### config.mk
export PLATFORM = sky130hd
export DESIGN_NAME = time_keeper_flat
export DESIGN_NICKNAME = d
export VERILOG_FILES = /design/src/rtl/time_keeper_pkg.sv /design/src/rtl/time_keeper_if.sv /design/src/rtl/time_keeper_edge_detect.sv /design/src/rtl/time_keeper.sv /design/src/flat_wrapper.sv
export SDC_FILE = /design/constraint.sdc
export NUM_CORES = 1
export LEC_CHECK = 0
export CORE_AREA = 5 5 61 63
export CTS_CLUSTER_DIAMETER = 150
export DETAILED_ROUTE_END_ITERATION = 8
export DIE_AREA = 0 0 66 68
export GPL_TIMING_DRIVEN = 0
export PLACE_DENSITY = 0.78
export SETUP_SLACK_MARGIN = 0.2
export SLEW_MARGIN = 30
export SYNTH_ARGS = -nofsm -noshare
export SYNTH_HDL_FRONTEND = slang
export SYNTH_SLANG_ARGS = --single-unit
### constraint.sdc
create_clock -name clock_50MHz -period 3.9 [get_ports clock_50MHz]
set_input_delay 0.78 -clock clock_50MHz [delete_from_list [all_inputs] [get_ports clock_50MHz]]
set_output_delay 0.78 -clock clock_50MHz [all_outputs]
set_load 0.03 [all_outputs]
### src/rtl/time_keeper_pkg.sv
// Shared widths, field limits and increment helpers for the time-of-day counter.
package time_keeper_pkg;

   localparam int unsigned HOUR_W = 5;
   localparam int unsigned MS_W   = 6;

   localparam logic [HOUR_W-1:0] HOUR_MAX = HOUR_W'(23);
   localparam logic [MS_W-1:0]   MIN_MAX  = MS_W'(59);
   localparam logic [MS_W-1:0]   SEC_MAX  = MS_W'(59);
   localparam logic [HOUR_W-1:0] HALF_DAY = HOUR_W'(12);

   localparam int unsigned UP_W = 3;

   typedef enum logic [1:0] {
      UP_HOUR = 2'd0,
      UP_MIN  = 2'd1,
      UP_SEC  = 2'd2
   } up_bit_e;

   function automatic logic [MS_W-1:0] inc_ms(input logic [MS_W-1:0] v,
                                              input logic [MS_W-1:0] max_v);
      return (v >= max_v) ? '0 : v + MS_W'(1);
   endfunction

   function automatic logic [HOUR_W-1:0] inc_hour(input logic [HOUR_W-1:0] v);
      return (v >= HOUR_MAX) ? '0 : v + HOUR_W'(1);
   endfunction

endpackage

### src/rtl/time_keeper_if.sv
// Input levels and time/display outputs of the time-of-day counter.
interface time_keeper_if;
   import time_keeper_pkg::*;

   logic                 tick;
   logic                 set_clock;
   logic [UP_W-1:0]      up_clock;
   logic                 mode_ampm;
   logic [HOUR_W-1:0]    hour;
   logic [MS_W-1:0]      minute;
   logic [MS_W-1:0]      second;
   logic [HOUR_W-1:0]    hour_disp;
   logic                 pm;
   logic                 day_carry;

   modport master (
      output tick, set_clock, up_clock, mode_ampm,
      input  hour, minute, second, hour_disp, pm, day_carry
   );

   modport slave (
      input  tick, set_clock, up_clock, mode_ampm,
      output hour, minute, second, hour_disp, pm, day_carry
   );

endinterface

### src/rtl/time_keeper_edge_detect.sv
// Optional N-flop synchroniser followed by a rising-edge detector (one-cycle pulse).
module edge_detect #(
   parameter int unsigned SYNC_STAGES = 0,
   parameter int unsigned WIDTH       = 1
) (
   input  logic             clk_i,
   input  logic             rst_i,
   input  logic [WIDTH-1:0] d_i,
   output logic [WIDTH-1:0] rise_o
);

   logic [WIDTH-1:0] sync_w;
   logic [WIDTH-1:0] valid_w;
   logic [WIDTH-1:0] prev_q;
   logic [WIDTH-1:0] armed_q;
   logic [WIDTH-1:0] armed_d;

   generate
      if (SYNC_STAGES == 0) begin : g_direct
         assign sync_w  = d_i;
         assign valid_w = '1;
      end else begin : g_sync
         logic [WIDTH-1:0]       stage_q [SYNC_STAGES];
         logic [SYNC_STAGES-1:0] valid_q;

         always_ff @(posedge clk_i) begin
            if (rst_i) begin
               for (int unsigned i = 0; i < SYNC_STAGES; i++) begin
                  stage_q[i] <= '0;
               end
               valid_q <= '0;
            end else begin
               stage_q[0] <= d_i;
               valid_q[0] <= 1'b1;
               for (int unsigned i = 1; i < SYNC_STAGES; i++) begin
                  stage_q[i] <= stage_q[i-1];
                  valid_q[i] <= valid_q[i-1];
               end
            end
         end

         assign sync_w  = stage_q[SYNC_STAGES-1];
         assign valid_w = {WIDTH{valid_q[SYNC_STAGES-1]}};
      end
   endgenerate

   // A bit is armed only after a genuine low has been seen since reset, so a
   // level held high across reset release never yields a rise.
   always_comb begin
      armed_d = armed_q | (valid_w & ~sync_w);
   end

   always_ff @(posedge clk_i) begin
      if (rst_i) begin
         prev_q  <= '0;
         armed_q <= '0;
      end else begin
         prev_q  <= sync_w;
         armed_q <= armed_d;
      end
   end

   assign rise_o = sync_w & ~prev_q & armed_q;

endmodule

### src/rtl/time_keeper.sv
// Time-of-day counter with set mode and 12/24-hour display.
// Build option: TIME_KEEPER_SEC_CLEAR_EN makes the set-mode second button zero seconds.
module time_keeper
   import time_keeper_pkg::*;
#(
   parameter int unsigned RESET_HOUR = 0,
   parameter int unsigned RESET_MIN  = 0,
   parameter int unsigned RESET_SEC  = 0
) (
   input  logic          clock_50MHz,
   input  logic          reset,
   time_keeper_if.slave  bus
);

   logic                tick_rise;
   logic [UP_W-1:0]     up_rise;

   logic [HOUR_W-1:0]   hour_q, hour_d;
   logic [MS_W-1:0]     min_q, min_d;
   logic [MS_W-1:0]     sec_q, sec_d;
   logic                day_carry_q, day_carry_d;

   logic [HOUR_W-1:0]   hour_disp_w;
   logic                pm_w;

   edge_detect #(
      .SYNC_STAGES (0),
      .WIDTH       (1)
   ) u_tick_edge (
      .clk_i  (clock_50MHz),
      .rst_i  (reset),
      .d_i    (bus.tick),
      .rise_o (tick_rise)
   );

   edge_detect #(
      .SYNC_STAGES (2),
      .WIDTH       (UP_W)
   ) u_up_edge (
      .clk_i  (clock_50MHz),
      .rst_i  (reset),
      .d_i    (bus.up_clock),
      .rise_o (up_rise)
   );

   always_comb begin
      hour_d      = hour_q;
      min_d       = min_q;
      sec_d       = sec_q;
      day_carry_d = 1'b0;
      if (bus.set_clock) begin
         if (up_rise[UP_HOUR]) hour_d = inc_hour(hour_q);
         if (up_rise[UP_MIN])  min_d  = inc_ms(min_q, MIN_MAX);
         if (up_rise[UP_SEC]) begin
`ifdef TIME_KEEPER_SEC_CLEAR_EN
            sec_d = '0;
`else
            sec_d = inc_ms(sec_q, SEC_MAX);
`endif
         end
      end else if (tick_rise) begin
         sec_d = inc_ms(sec_q, SEC_MAX);
         if (sec_q == SEC_MAX) begin
            min_d = inc_ms(min_q, MIN_MAX);
            if (min_q == MIN_MAX) begin
               hour_d      = inc_hour(hour_q);
               day_carry_d = (hour_q == HOUR_MAX);
            end
         end
      end
   end

   always_ff @(posedge clock_50MHz) begin
      if (reset) begin
         hour_q      <= HOUR_W'(RESET_HOUR);
         min_q       <= MS_W'(RESET_MIN);
         sec_q       <= MS_W'(RESET_SEC);
         day_carry_q <= 1'b0;
      end else begin
         hour_q      <= hour_d;
         min_q       <= min_d;
         sec_q       <= sec_d;
         day_carry_q <= day_carry_d;
      end
   end

   always_comb begin
      hour_disp_w = hour_q;
      pm_w        = 1'b0;
      if (bus.mode_ampm) begin
         pm_w = (hour_q >= HALF_DAY);
         if (hour_q == '0 || hour_q == HALF_DAY) begin
            hour_disp_w = HALF_DAY;
         end else if (hour_q > HALF_DAY) begin
            hour_disp_w = hour_q - HALF_DAY;
         end
      end
   end

   assign bus.hour      = hour_q;
   assign bus.minute    = min_q;
   assign bus.second    = sec_q;
   assign bus.day_carry = day_carry_q;
   assign bus.hour_disp = hour_disp_w;
   assign bus.pm        = pm_w;

endmodule

### src/flat_wrapper.sv
// flat-port wrapper written by rule: the top's interface ports become plain ports
module time_keeper_flat import time_keeper_pkg::*;
#(
   parameter int unsigned RESET_HOUR = 0,
   parameter int unsigned RESET_MIN  = 0,
   parameter int unsigned RESET_SEC  = 0
)
  (clock_50MHz, reset, bus_tick, bus_set_clock, bus_up_clock, bus_mode_ampm, bus_hour, bus_minute, bus_second, bus_hour_disp, bus_pm, bus_day_carry);
  time_keeper_if bus_i ();
  input  logic clock_50MHz;
  input  logic reset;
  input wire logic [$bits(bus_i.tick)-1:0] bus_tick;
  input wire logic [$bits(bus_i.set_clock)-1:0] bus_set_clock;
  input wire logic [$bits(bus_i.up_clock)-1:0] bus_up_clock;
  input wire logic [$bits(bus_i.mode_ampm)-1:0] bus_mode_ampm;
  output wire logic [$bits(bus_i.hour)-1:0] bus_hour;
  output wire logic [$bits(bus_i.minute)-1:0] bus_minute;
  output wire logic [$bits(bus_i.second)-1:0] bus_second;
  output wire logic [$bits(bus_i.hour_disp)-1:0] bus_hour_disp;
  output wire logic [$bits(bus_i.pm)-1:0] bus_pm;
  output wire logic [$bits(bus_i.day_carry)-1:0] bus_day_carry;
  assign bus_i.tick = bus_tick;
  assign bus_i.set_clock = bus_set_clock;
  assign bus_i.up_clock = bus_up_clock;
  assign bus_i.mode_ampm = bus_mode_ampm;
  assign bus_hour = bus_i.hour;
  assign bus_minute = bus_i.minute;
  assign bus_second = bus_i.second;
  assign bus_hour_disp = bus_i.hour_disp;
  assign bus_pm = bus_i.pm;
  assign bus_day_carry = bus_i.day_carry;
  time_keeper #(.RESET_HOUR(RESET_HOUR), .RESET_MIN(RESET_MIN), .RESET_SEC(RESET_SEC)) u_core (.clock_50MHz(clock_50MHz), .reset(reset), .bus(bus_i));
endmodule
## After elaboration in Yosys (flattened, before gate mapping)

Memories as Yosys holds them, arrays and structs flattened.
Cells that the tools add are included.

- Register bits after elaboration: 28
- Latch bits: 0
- Memory bits (writable): 6
- Memory bits (read-only): 0
- Input bits: 8
- Logic and storage cells: 77
- Memories kept: 1

Memories:

| name | words | bits a word | read ports | clocked after memory_dff | wr ports | RTL line | source |
|---|---|---|---|---|---|---|---|
| u_core.u_up_edge.g_sync.stage_q | 2 | 3 | 2 | 0 | 2 | time_keeper_edge_detect.sv:23 | `logic [WIDTH-1:0] stage_q [SYNC_STAGES];` |

- Add/sub/neg operators: 4
- $mul: 0
- Divide/modulo/power cells: 0
- Magnitude comparators: 5
- Eq/ne operators: 7
- Shifts and indexed selects: 0
- Multiplexer cells: 25
- Bitwise operators: 16
- Reduce and logical (&&, ||, !) cells: 9

Operators by type and width:

| operator | number |
|---|---|
| $mux W6 | 9 |
| $mux W5 | 9 |
| $add A6 B1 Y6 const B | 2 |
| $eq A6 B6 Y1 const B | 2 |
| $ge A6 B6 Y1 const B | 2 |
| $and A3 B3 Y3 | 3 |
| $mux W3 | 2 |
| $ne A2 B1 Y1 const B | 3 |
| $not A3 Y3 | 2 |
| $reduce_bool A2 Y1 | 3 |
| $add A5 B1 Y5 const B | 1 |
| $eq A5 B4 Y1 const B | 1 |
| $eq A5 B5 Y1 const B | 1 |
| $ge A5 B4 Y1 const B | 1 |
| $ge A5 B5 Y1 const B | 1 |
| $gt A5 B4 Y1 const B | 1 |
| $logic_not A5 Y1 | 1 |
| $mux W1 | 5 |
| $not A1 Y1 | 5 |
| $reduce_or A5 Y1 | 1 |
| $sub A5 B4 Y5 const B | 1 |
| $reduce_and A4 Y1 | 1 |
| $or A1 B1 Y1 | 3 |
| $or A3 B3 Y3 | 1 |
| 4 further kinds | 5 |

## Logic depth before layout (Yosys ltp)

- Word-level depth: 6
- Depth in mapped cells: 6

## Cells and area by module

From an unflattened synthesis, not the netlist that was laid out.

- Cells, all modules: 176
- Area, all modules: 1,609.0 um2

Modules (own cells, without submodules):

| module | times used | cells each | area each (um2) | sequential area each (um2) |
|---|---|---|---|---|
| time_keeper | 1 | 131 | 1,122.3 | 360.3 |
| edge_detect at u_core.u_up_edge | 1 | 38 | 424.2 | 280.3 |
| edge_detect at u_core.u_tick_edge | 1 | 7 | 62.6 | 40.0 |

## Least setup slack after synthesis

No wires, ideal clock.

- Kind: flip-flop to output port
- Start point: register u_core.hour_q[4], in the netlist u_core.bus.hour[4]
- End point: output bus_hour_disp[2]
- Arrival: 2.098 ns
- Path slack: 1.022 ns
- Cell stages (with the launch flop): 4
- Buffers on the path: 1
- Path through: dfxtp_1 > clkbuf_1 > inv_1 > o311ai_0

- Longest elaborated chain between the ends: 4
- Elaborated cells between the ends (all ways): 7
- Classes of those cells: order compare (1); eq/ne (1); mux (3); reduce/logical (2)

Ends and longest elaborated chain:

| element | RTL line | source |
|---|---|---|
| start, declared | time_keeper.sv:18 | `logic [HOUR_W-1:0] hour_q, hour_d;` |
| start signal, assigned | time_keeper.sv:75 | `hour_q <= HOUR_W'(RESET_HOUR);` |
| start signal, assigned | time_keeper.sv:80 | `hour_q <= hour_d;` |
| $gt A5 B4 Y1, or another cell as far along | time_keeper.sv:94 | `end else if (hour_q > HALF_DAY) begin` |
| $mux W5 / $logic_or A1 B1 Y1 (equally long branches) | time_keeper.sv:94, time_keeper.sv:92 |  |
| $mux W5 (*) | time_keeper.sv:92 | `if (hour_q == '0 \|\| hour_q == HALF_DAY) begin` |
| $mux W5 (*) | time_keeper.sv:90 | `if (bus.mode_ampm) begin` |
| end, declared | flat_wrapper.sv:19 | `output wire logic [$bits(bus_i.hour_disp)-1:0] bus_hour_disp;` |

Every way passes the cells marked *; elsewhere a longest branch is shown, timed or not.

## Worst setup path in the final report

- Start point: input bus_mode_ampm
- End point: output bus_hour_disp[2]

- Longest elaborated chain between the ends: 1

Ends and longest elaborated chain:

| element | RTL line | source |
|---|---|---|
| start, declared | flat_wrapper.sv:15 | `input wire logic [$bits(bus_i.mode_ampm)-1:0] bus_mode_ampm;` |
| $mux W5 | time_keeper.sv:90 |  |

Every way passes these cells.

==> flow_summary.ini <==
[pwr]
vdd_drop_max_mv = 0.240
power_leakage_nw = 0.694
cellPowerDensity_nw_per_um2 = 331

[critical_path]
path_cells = clkdlybuf4s50_1, nand2_1, or3_1, o311ai_0, clkdlybuf4s50_1
cp_num_buf_inv = 2
r2r-end = u_core.bus.hour[0]
cp_data_required_time_ns = 3.12
crit_arrival_ns = 2.54
path_delay_family = buffers and inverters
worstSetupPathType = primary input to output port
r2r-start = u_core.bus.minute[0]
cp_common_cell = clkdlybuf4s50_1
max_stage_delay_ns = 0.73
worstRegToRegCells = 5
end_kind = output port
startpoint_type = primary input
worst-path-max-fanout = 3
r2r_setup_slack_ns = 1.97
cp-startpoint = bus_mode_ampm
cp_slowest_cell = clkdlybuf4s50_1

[clock_tree]
numClockSinks = 34
ctsResizeCount = 0
clock_latency_ns = 0.34
clk_root_buffer_cell = clkbuf_4
cts_hold_buf = 0
cts_buffer_depth = 2
clkSlewWorstSetupHoldPaths_ns = 0.11
post_cts_buffers = 0
htreeDepth = 2
cts_buffers = 5
tritoncts = done

[run_status]
status = completed

[timing]
worst_pin_slew_ns = 0.607
fin_setup_tns_ns = 0
relSlewSlack_pct = 59.2
rsz0062_at_grt = no
final.min_clock_period_ns = 3.32
clock_skew_ns = 0.0161
hold_viol = 0
hold_ws_ns = 0.440
period_share_pct = 85.1
setup_violations = 0
max_freq_mhz = 301
drv_slew = 0

[yosys]
syn-num-nets = 197
syn_inst = 182
synth_top_family_by_area = simple AND/OR/NAND/NOR gates
synth-seq-area-share_pct = 42.8
synthXorXnorAreaFrac_pct = 1.65
synthAdderAreaFrac_pct = 5.51
synth_area_per_cell_um2 = 8.73
synth_compound_area_share_pct = 18.5
ys_warn_count = 0
synth_cell_types = 44
postSynthRegisterBits = 34
synth.area.mux_share_pct = 0.630
synth_area_um2 = 1590
yosys.area_share.simple_pct = 26.3

[floorplan]
die-area_um2 = 4490
chipHeight_um = 68
std_cell_rows = 21
die_x_um = 66
start_util_pct = 50.0
core_region_area_um2 = 3180
ios = 32

[worst_hold_path]
holdCritStartpoint = u_core.u_up_edge.g_sync.stage_q[0][0]
holdPathStages = 1
whs_endpoint = u_core.u_up_edge.g_sync.stage_q[0][3]
worstHoldPathType = register to register

[drt]
vias_per_cell = 5.66
totalWireLength_um = 3780
wl_per_cell_um = 14.2
first_pass_iters = 4
drc = 0
drt_iter0_drc = 36
antenna_left = 0
num_vias = 1506

[global_route]
grtUsageTotal_pct = 17.4
grt_pass1_wl_um = 5910
grt_max_degree = 11
grt_pass1_vias = 1434
antenna_found_initial = 0
overflow = 0

[run]
maxCapViolations = 0

[cells_and_area]
layout_common_cells = dfxtp_1, clkdlybuf4s50_1, nor2_1
fin_util_pct = 63.6
n_antenna_cell = 0
final_common_cell = dfxtp_1
nNetsFinal = 234
area_growth_pct = 27.2
drive_gt1_share_pct = 6.36

[placed_design]
numPortBuffers = 30
dpl.hpwl_um = 2860
place_congestion = 0.843
-- layout make-up --
type	count	area (um2)
Clock buffer	7	45.0
Timing Repair Buffer	30	300
Tap cell	46	57.6
Inverter	12	45.0
Buffer	7	27.5
Fill cell	282	1160
Multi-Input combinational cell	129	836
Sequential cell	34	681
Clock inverter	1	30.0
-- power breakdown --
group	internal [mW]	switching (mW)
logic	0.0252	0.0316
clock network	0.136	0.113
registers	0.357	0.00758
-- cells in the mapped netlist (all sizes together) --
master	n	area (um2)
o41ai	1	8.76
a41oi	2	17.5
inv	12	45.0
xnor2	1	8.76
a22oi	2	15.0
mux2i	1	10.0
a31o	1	8.76
buf	2	8.75
and4b	2	20.0
nand2	10	37.5
nor4	1	6.26
nand4	1	6.26
nand3	9	50.1
nand3b	2	15.0
o211ai	2	15.0
nor2b	8	50.1
and4bb	1	12.5
a31oi	5	31.3
or2	2	12.5
xor2	2	17.5
nand2b	1	6.26
nand4bb	1	27.5
o2111ai	1	8.76
o31ai	4	35.0
nand4b	4	35.0
a211oi	1	7.51
o31a	1	8.76
and3	2	12.5
nor2	18	67.6
dfxtp	34	681
or3	3	18.8
nor3	5	25.0
o32ai	1	8.76
nor3b	1	7.51
o311ai	1	8.76
clkbuf	5	18.8
a21oi	13	65.1
ha	7	87.6
or4	1	7.51
o21ai	11	55.1
-- worst reg2reg max path: cells and delay by family, from the launching register on --
family	cells	cell delay (ns)
AOI/OAI and AO/OA	2	0.52
adders and majority gates	1	0.29
DFF	1	0.39
and+or+nand+nor	2	0.66
-- cells by family (layout without fill, tap and decap cells) --
kind of cell	after synthesis	in the layout
AOI/OAI and AO/OA	46	46
xor gates and xnor gates	3	3
adders and majority gates	7	7
buffers and inverters	19	57
DFF	34	34
muxes	1	1
and+or+nand+nor	72	72
-- through the flow --
stage	setup WS [ns]	std cells	power (mW)	instance area, um2
after floorplan	1.02	182	0.405	1590
after global placement	0.615	258	0.426	1950
after detailed placement	0.585	258	0.429	1950
after CTS	0.581	266	0.676	2020
after global routing	0.526	266	0.698	2020
final	0.580	266	0.670	2020
-- flip-flops by register name, summed over array words and instances (netlist names) --
signal                           cells
u_core.u_up_edge.armed_q             3
u_core.u_up_edge.prev_q              3
u_core.bus.day_carry                 1
u_core.u_tick_edge.armed_q           1
u_core.u_tick_edge.prev_q            1
u_core.bus.minute                    6
u_core.u_up_edge.g_sync.stage_q      6
u_core.bus.second                    6
u_core.bus.hour                      5
u_core.u_up_edge.g_sync.valid_q      2
-- routing by layer --
| metal | track usage, % | wire, um | part of all wire (%) | vias up |
|---|---|---|---|---|
| met2 | 33.5 | 1940 | 51 | 44 |
| met1 | 16.8 | 1600 | 42 | 721 |
| met5 | 0 | 0 | 0 | - |
| met3 | 5.25 | 192 | 5.1 | 6 |
| met4 | 8.12 | 48 | 1.3 | 0 |
| li1 | - | - | - | 735 |
-- worst max-delay path by stage --
stage                             endpoint  slack [ns]  depth (start not counted)
final                     bus_hour_disp[2]        0.58                          5
after global routing      bus_hour_disp[2]        0.53                          5
after CTS                 bus_hour_disp[2]        0.58                          5
after detailed placement  bus_hour_disp[2]        0.59                          5
after global placement    bus_hour_disp[2]        0.62                          5
after floorplan           bus_hour_disp[2]        1.02                          3
(Power assumes the default switching activity.)
